**config.mk**
```make
export PLATFORM = sky130hd
export DESIGN_NAME = conv_kernel_sched_cxy
export DESIGN_NICKNAME = d
export VERILOG_FILES = /design/src/rtl/cnn_cxy_pkg.sv /design/src/rtl/weight_fetch_cxy.sv /design/src/rtl/conv_kernel_sched_cxy.sv
export SDC_FILE = /design/constraint.sdc
export NUM_CORES = 1
export LEC_CHECK = 0
export CORE_MARGIN = 4
export CORE_UTILIZATION = 50
export DETAILED_ROUTE_END_ITERATION = 8
export PLACE_DENSITY = 0.82
export RECOVER_POWER = 100
export SETUP_SLACK_MARGIN = 0.5
export SKIP_CTS_REPAIR_TIMING = 1
export SLEW_MARGIN = 20
export SYNTH_ARGS = -nofsm -noshare
export SYNTH_HDL_FRONTEND = slang
export SYNTH_HIERARCHICAL = 1
export SYNTH_SLANG_ARGS = --single-unit
export TNS_END_PERCENT = 50
```
**constraint.sdc**
```tcl
create_clock -name CLK -period 14.3 [get_ports CLK]
set_clock_uncertainty 0.1 [all_clocks]
set_input_delay 1.43 -clock CLK [delete_from_list [all_inputs] [get_ports CLK]]
set_output_delay 1.43 -clock CLK [all_outputs]
set_load 0.01 [all_outputs]
```
**src/rtl/cnn_cxy_pkg.sv**
```systemverilog
// Shared definitions for the conv-layer kernel scheduler and its weight fetcher.
package cnn_cxy_pkg;

    typedef enum logic [2:0] {
        ST_IDLE = 3'd0,
        ST_LOAD = 3'd1,
        ST_ARM  = 3'd2,
        ST_RUN  = 3'd3,
        ST_NEXT = 3'd4,
        ST_FIN  = 3'd5
    } state_t;

    localparam int WORDS_PER_KERNEL = 10;
    localparam int ARM_CYCLES       = 2;

endpackage

```
**src/rtl/weight_fetch_cxy.sv**
```systemverilog
// Issues the ten weight-memory reads for one kernel and shifts the returned words
// into the core's weight/bias registers; done pulses on the tenth capture.
module weight_fetch_cxy
    import cnn_cxy_pkg::*;
#(
    parameter int DW      = 24,
    parameter int WADDR_W = 7
) (
    input  logic               clk,
    input  logic               rst,
    input  logic               go,
    input  logic               abort,
    input  logic [WADDR_W-1:0] base,
    input  logic [DW-1:0]      data,
    output logic               rd,
    output logic [WADDR_W-1:0] addr,
    output logic [9*DW-1:0]    cfg_w,
    output logic [DW-1:0]      cfg_b,
    output logic               done
);

    localparam int CNT_W = $clog2(WORDS_PER_KERNEL + 1);
    localparam logic [CNT_W-1:0] ISSUE_END = CNT_W'(WORDS_PER_KERNEL);
    localparam logic [CNT_W-1:0] LAST_WORD = CNT_W'(WORDS_PER_KERNEL - 1);

    logic [CNT_W-1:0]               issue_cnt;
    logic [CNT_W-1:0]               cap_cnt;
    logic                           cap_vld;
    logic [WORDS_PER_KERNEL*DW-1:0] words;

    always_ff @(posedge clk or posedge rst) begin
        if (rst) begin
            rd        <= 1'b0;
            addr      <= '0;
            issue_cnt <= '0;
        end else if (abort) begin
            rd        <= 1'b0;
            issue_cnt <= '0;
        end else if (go) begin
            rd        <= 1'b1;
            addr      <= base;
            issue_cnt <= CNT_W'(1);
        end else if (rd) begin
            if (issue_cnt == ISSUE_END) begin
                rd <= 1'b0;
            end else begin
                addr      <= addr + WADDR_W'(1);
                issue_cnt <= issue_cnt + CNT_W'(1);
            end
        end
    end

    // Words arrive in address order, so shifting in from the top leaves word 0
    // in the LSBs and the bias in the top slot after the tenth capture.
    always_ff @(posedge clk or posedge rst) begin
        if (rst) begin
            cap_vld <= 1'b0;
            cap_cnt <= '0;
            words   <= '0;
        end else if (abort) begin
            cap_vld <= 1'b0;
            cap_cnt <= '0;
        end else begin
            cap_vld <= rd;
            if (cap_vld) begin
                words   <= {data, words[WORDS_PER_KERNEL*DW-1:DW]};
                cap_cnt <= (cap_cnt == LAST_WORD) ? '0 : cap_cnt + CNT_W'(1);
            end
        end
    end

    assign done  = cap_vld && (cap_cnt == LAST_WORD);
    assign cfg_w = words[9*DW-1:0];
    assign cfg_b = words[WORDS_PER_KERNEL*DW-1:9*DW];

endmodule

```
**src/rtl/conv_kernel_sched_cxy.sv**
```systemverilog
// Per-kernel sequencer for one 3x3 conv core: loads weights, arms the core,
// replays the input map and counts output pixels until the last one.
module conv_kernel_sched_cxy
    import cnn_cxy_pkg::*;
#(
    parameter int DW          = 24,
    parameter int P_WIDTH     = 64,
    parameter int P_HEIGHT    = 64,
    parameter int P_PIX_CNT_W = 12,
    parameter int N_KERNEL    = 8,
    parameter int KCNT_W      = 3,
    parameter int WADDR_W     = 7
) (
    input  logic                   CLK,
    input  logic                   RST,
    input  logic                   START,
    input  logic                   ABORT,
    output logic                   WMEM_RD,
    output logic [WADDR_W-1:0]     WMEM_ADDR,
    input  logic [DW-1:0]          WMEM_DATA,
    output logic [9*DW-1:0]        CFG_W,
    output logic [DW-1:0]          CFG_B,
    output logic                   CORE_RSTn,
    input  logic                   CORE_VALID,
    input  logic                   CORE_LAST_PIX,
    output logic                   SRC_START,
    output logic [KCNT_W-1:0]      KERNEL_IDX,
    output logic [P_PIX_CNT_W-1:0] PIX_CNT,
    output logic                   BUSY,
    output logic                   DONE,
    output logic                   ERR
);

    localparam logic [P_PIX_CNT_W-1:0] PIX_LAST  = P_PIX_CNT_W'(P_WIDTH * P_HEIGHT - 1);
    localparam logic [KCNT_W-1:0]      KIDX_LAST = KCNT_W'(N_KERNEL - 1);
    localparam logic [1:0]             ARM_LAST  = 2'(ARM_CYCLES - 1);
    localparam logic [1:0]             ARM_SRC   = 2'(ARM_CYCLES - 2);

    state_t               state;
    state_t               next_state;
    logic                 go;
    logic [WADDR_W-1:0]   base;
    logic                 fetch_done;
    logic [1:0]           arm_cnt;

    always_ff @(posedge CLK or posedge RST) begin
        if (RST) state <= ST_IDLE;
        else     state <= next_state;
    end

    // A fetch is launched from IDLE for kernel 0 and from NEXT for the following kernel.
    always_comb begin
        next_state = state;
        go         = 1'b0;
        base       = '0;
        case (state)
            ST_IDLE: if (START) begin
                next_state = ST_LOAD;
                go         = 1'b1;
            end
            ST_LOAD: if (fetch_done) next_state = ST_ARM;
            ST_ARM:  if (arm_cnt == ARM_LAST) next_state = ST_RUN;
            ST_RUN:  if (CORE_LAST_PIX) next_state = ST_NEXT;
            ST_NEXT: begin
                if (KERNEL_IDX == KIDX_LAST) begin
                    next_state = ST_FIN;
                end else begin
                    next_state = ST_LOAD;
                    go         = 1'b1;
                    base       = WADDR_W'(KERNEL_IDX + KCNT_W'(1)) * WADDR_W'(WORDS_PER_KERNEL);
                end
            end
            ST_FIN:  next_state = ST_IDLE;
            default: next_state = ST_IDLE;
        endcase
        if (ABORT) begin
            next_state = ST_IDLE;
            go         = 1'b0;
        end
    end

    // Control outputs are registered from the next state so they line up with it.
    always_ff @(posedge CLK or posedge RST) begin
        if (RST) begin
            BUSY      <= 1'b0;
            DONE      <= 1'b0;
            CORE_RSTn <= 1'b0;
            SRC_START <= 1'b0;
            arm_cnt   <= '0;
        end else begin
            BUSY      <= (next_state != ST_IDLE);
            DONE      <= (next_state == ST_FIN);
            CORE_RSTn <= (next_state == ST_ARM) || (next_state == ST_RUN);
            SRC_START <= (state == ST_ARM) && (next_state == ST_ARM) && (arm_cnt == ARM_SRC);
            arm_cnt   <= ((state == ST_ARM) && (next_state == ST_ARM)) ? arm_cnt + 2'd1 : 2'd0;
        end
    end

    always_ff @(posedge CLK or posedge RST) begin
        if (RST) begin
            KERNEL_IDX <= '0;
            PIX_CNT    <= '0;
            ERR        <= 1'b0;
        end else if (!ABORT) begin
            case (state)
                ST_IDLE: if (START) begin
                    KERNEL_IDX <= '0;
                    PIX_CNT    <= '0;
                    ERR        <= 1'b0;
                end
                ST_RUN: begin
                    if (CORE_VALID) PIX_CNT <= PIX_CNT + P_PIX_CNT_W'(1);
                    if (CORE_LAST_PIX && (!CORE_VALID || PIX_CNT != PIX_LAST)) ERR <= 1'b1;
                end
                ST_NEXT: begin
                    PIX_CNT <= '0;
                    if (KERNEL_IDX != KIDX_LAST) KERNEL_IDX <= KERNEL_IDX + KCNT_W'(1);
                end
                default: ;
            endcase
        end
    end

    weight_fetch_cxy #(
        .DW      (DW),
        .WADDR_W (WADDR_W)
    ) u_fetch (
        .clk   (CLK),
        .rst   (RST),
        .go    (go),
        .abort (ABORT),
        .base  (base),
        .data  (WMEM_DATA),
        .rd    (WMEM_RD),
        .addr  (WMEM_ADDR),
        .cfg_w (CFG_W),
        .cfg_b (CFG_B),
        .done  (fetch_done)
    );

endmodule

```
==> results.cfg <==
[clock_tree]
path_clk_slew_ps = 60
clock_sinks = 282
cts-root-buf = clkbuf_16
cts_buffers = 29
cts.path.max_buffers = 3
clk-insertion-delay-late_ps = 530
tritoncts = yes
htree_levels = 1

[yosys]
synthesis.instances = 762
synth.avg_cell_area_um2 = 14.86
ys_seq_elements = 282
yosysTopAreaCell = dfrtp_1
ys_warn_count = 6
synth_area_um2 = 11320
yosysUniqueCellTypes = 61
synth-compound-area-share_pct = 3.692
synth_edf_count = 0
yosysMostFrequentCell = dfrtp_1
synth_top_area_share_pct = 62.34
synthTopCellsByArea = dfrtp_1 (62%), mux2_1 (20%), mux2_2 (4.1%), ha_1 (1.4%), buf_4 (1.4%)
synth_commonest_cells = dfrtp_1 (282), mux2_1 (200), mux2_2 (41)
synth_seq_area_share_pct = 62.34
synth_top_family_by_area = multiplexers
synthMuxAreaShare_pct = 24.33
ys.flop_type = dfrtp_1
async_reset_ff_share_pct = 100.0
synth_fa_ha_area_share_pct = 1.437
synth_xor_xnor_area_share_pct = 0.2321
syn-num-nets = 805
synth_simple_gate_area_share_pct = 5.317

[sta]
fin_tns_setup_ps = 0
period_needed_ps = 7843
worstMarginPinSlew_ps = 4643
rsz0062_at_grt = false
final-hold-violation-count = 0
slew_headroom_pct = -211.2
finalWorstSetupSlack_ps = 6458
fmax_mhz = 127.5
setup_viol = 0
maxSlewViolCount = 262
hold_slack_ps = 378.7
finalCritPeriodShare_pct = 54.84

[worst_setup_path]
required_ps = 13970
crit_type = in -> async
crit_chain = dlygate4sd3_1, clkinvlp_2, clkbuf_1
reg2reg_slack_ps = 8470
rr_endpoint = u_fetch/words[199]
critPathMaxFanout = 104
critPathLaunch = RST
endpoint_kind = asynchronous set/reset pin
crit_path_start_kind = input pin
reg2reg_from = u_fetch/cap_vld
cp_slowest_stage_delay_ps = 2810
worst_r2r_path_depth = 5
arrival_ps = 7510
worstSetupEndpoint = u_fetch/words[38]
critPathSlowestCell = clkbuf_1

[die]
die_h_um = 158.5
die_x_um = 158.5
coreArea_um2 = 22030
rows = 54
start_util_pct = 51.39
num_io_pins = 298
dieArea_um2 = 25110

[drt]
via_count = 7340
wl_per_cell_um = 19.58
postRouteAntennaNets = 0
routed_wl_um = 26670
drt-pass1-iter-count = 5
dr.first_iter.drc_count = 311
vias_per_cell = 5.389
drc = 0

[global_routing]
grt_pass1_vias = 7465
grt_start_max_net_pins = 105
grt_antenna_before_repair = 0
grt_pass1_wl_um = 41920
grtUsageTotal_pct = 20.87
grt_overflow = 0

[placed_design]
portBuffers = 297
gp_congestion = 0.8310
pre_cts_slack_ps = 9282
hpwlAfterDp_um = 19030

[status]
outcome = finished, violations left
violations = max-capacitance violations, max-slew violations

[layout]
final_layout_size_suffix_gt1_share_pct = 9.889
synthToLayoutAreaGrowth_pct = 37.34
fin_nets = 1102
antennaDiodeCount = 0

[power_and_ir_drop]
vdd_drop_max_mv = 0.1044
power_density_nw_per_um2 = 149.5
leakage_nw = 7.975

[worst_hold_path]
hold_path_class = reg -> reg

[run]
maxCapViolations = 4
-- logic make-up (layout without fill, tap and decap cells) --
family          count (synthesis)  count (layout)
flops                         282             282
fa+ha+maj                      13              13
buf+inv                        55             375
mux                           245             245
compound gates                 63              63
other cells                     1               1
xor+xnor                        3               3
simple gates                  100             100
-- worst min-delay path by stage --
stage	startpoint	endpoint	slack [ps]	cells past startpoint
after global placement	u_fetch/words[14]	u_fetch/words[14]	370	1
after CTS	u_fetch/words[19]	u_fetch/words[19]	390	1
final	u_fetch/words[19]	u_fetch/words[19]	380	1
after global routing	u_fetch/words[12]	u_fetch/words[12]	390	1
after detailed placement	u_fetch/words[19]	u_fetch/words[19]	370	1
after floorplan	u_fetch/issue_cnt[3]	u_fetch/issue_cnt[3]	420	2
-- metrics by stage --
stage	power (mW)	cells	util (%)	cell area, µm²
final	2.324	1362	70.58	15550
after global routing	2.433	1362	70.58	15550
after detailed placement	1.559	1308	65.70	14470
after global placement	1.541	1308	65.70	14470
after floorplan	1.206	762	-	11320
after CTS	2.407	1362	70.68	15570
-- per-layer routing --
metal  vias up  global-route usage (%)  wire, µm
li1       3352                       -         -
met1      3675                   28.94     11230
met2       264                   33.32     12870
met3        49                   3.724      1561
met4         0                   7.758      1008
met5         -                       0         0
-- sequential cells by signal, indices dropped and copies added, names as in the netlist --
register           cells
u_fetch/addr           7
state                  3
u_fetch/cap_cnt        4
PIX_CNT               12
u_fetch/rd             1
SRC_START              1
DONE                   1
arm_cnt                2
CORE_RSTn              1
u_fetch/words        240
KERNEL_IDX             3
u_fetch/cap_vld        1
BUSY                   1
ERR                    1
u_fetch/issue_cnt      4
-- worst max-delay path, delay by kind of cell --
| kind | cells | cell delay, ps |
|---|---|---|
| buffers and inverters | 3 | 5960 |
-- layout by cell type, fill, tap and decap left out, types with 4 or more instances in the layout --
master | Yosys | routed
nand3_1 | 4 | 4
and2_0 | 0 | 4
nand2_1 | 18 | 18
or4_1 | 10 | 10
and3_1 | 4 | 4
nor3_1 | 5 | 5
nor4_1 | 5 | 5
clkbuf_1 | 6 | 6
dlygate4sd3_1 | 0 | 270
o21ai_0 | 12 | 12
mux2i_1 | 4 | 4
o31ai_1 | 10 | 10
clkbuf_8 | 0 | 10
ha_1 | 13 | 13
nand3b_1 | 4 | 4
mux2_1 | 200 | 201
a21oi_1 | 18 | 18
inv_1 | 17 | 15
nand4_1 | 4 | 4
clkbuf_16 | 0 | 29
bufinv_16 | 0 | 6
nor2_1 | 12 | 13
dfrtp_1 | 282 | 282
clkdlybuf4s50_1 | 0 | 27
mux2_2 | 41 | 40
-- cell type report --
cell class	count	area [µm²]
multi-input cells	425	3964
clock inverters	12	221.5
flip-flops and latches	282	7057
repair buffers	303	3010
clock buffers	42	874.6
well taps	280	350.3
inverters	18	68.82
fillers	1544	6480
-- power by group --
part	total, mW	internal [mW]	switching (mW)	leakage [nW]
Combinational	0.451	0.246	0.206	3.66
Clock	0.838	0.532	0.306	0.530
Sequential	1.03	0.928	0.107	3.79
Total	2.32	1.71	0.619	7.98
(Power assumes the default switching activity.)
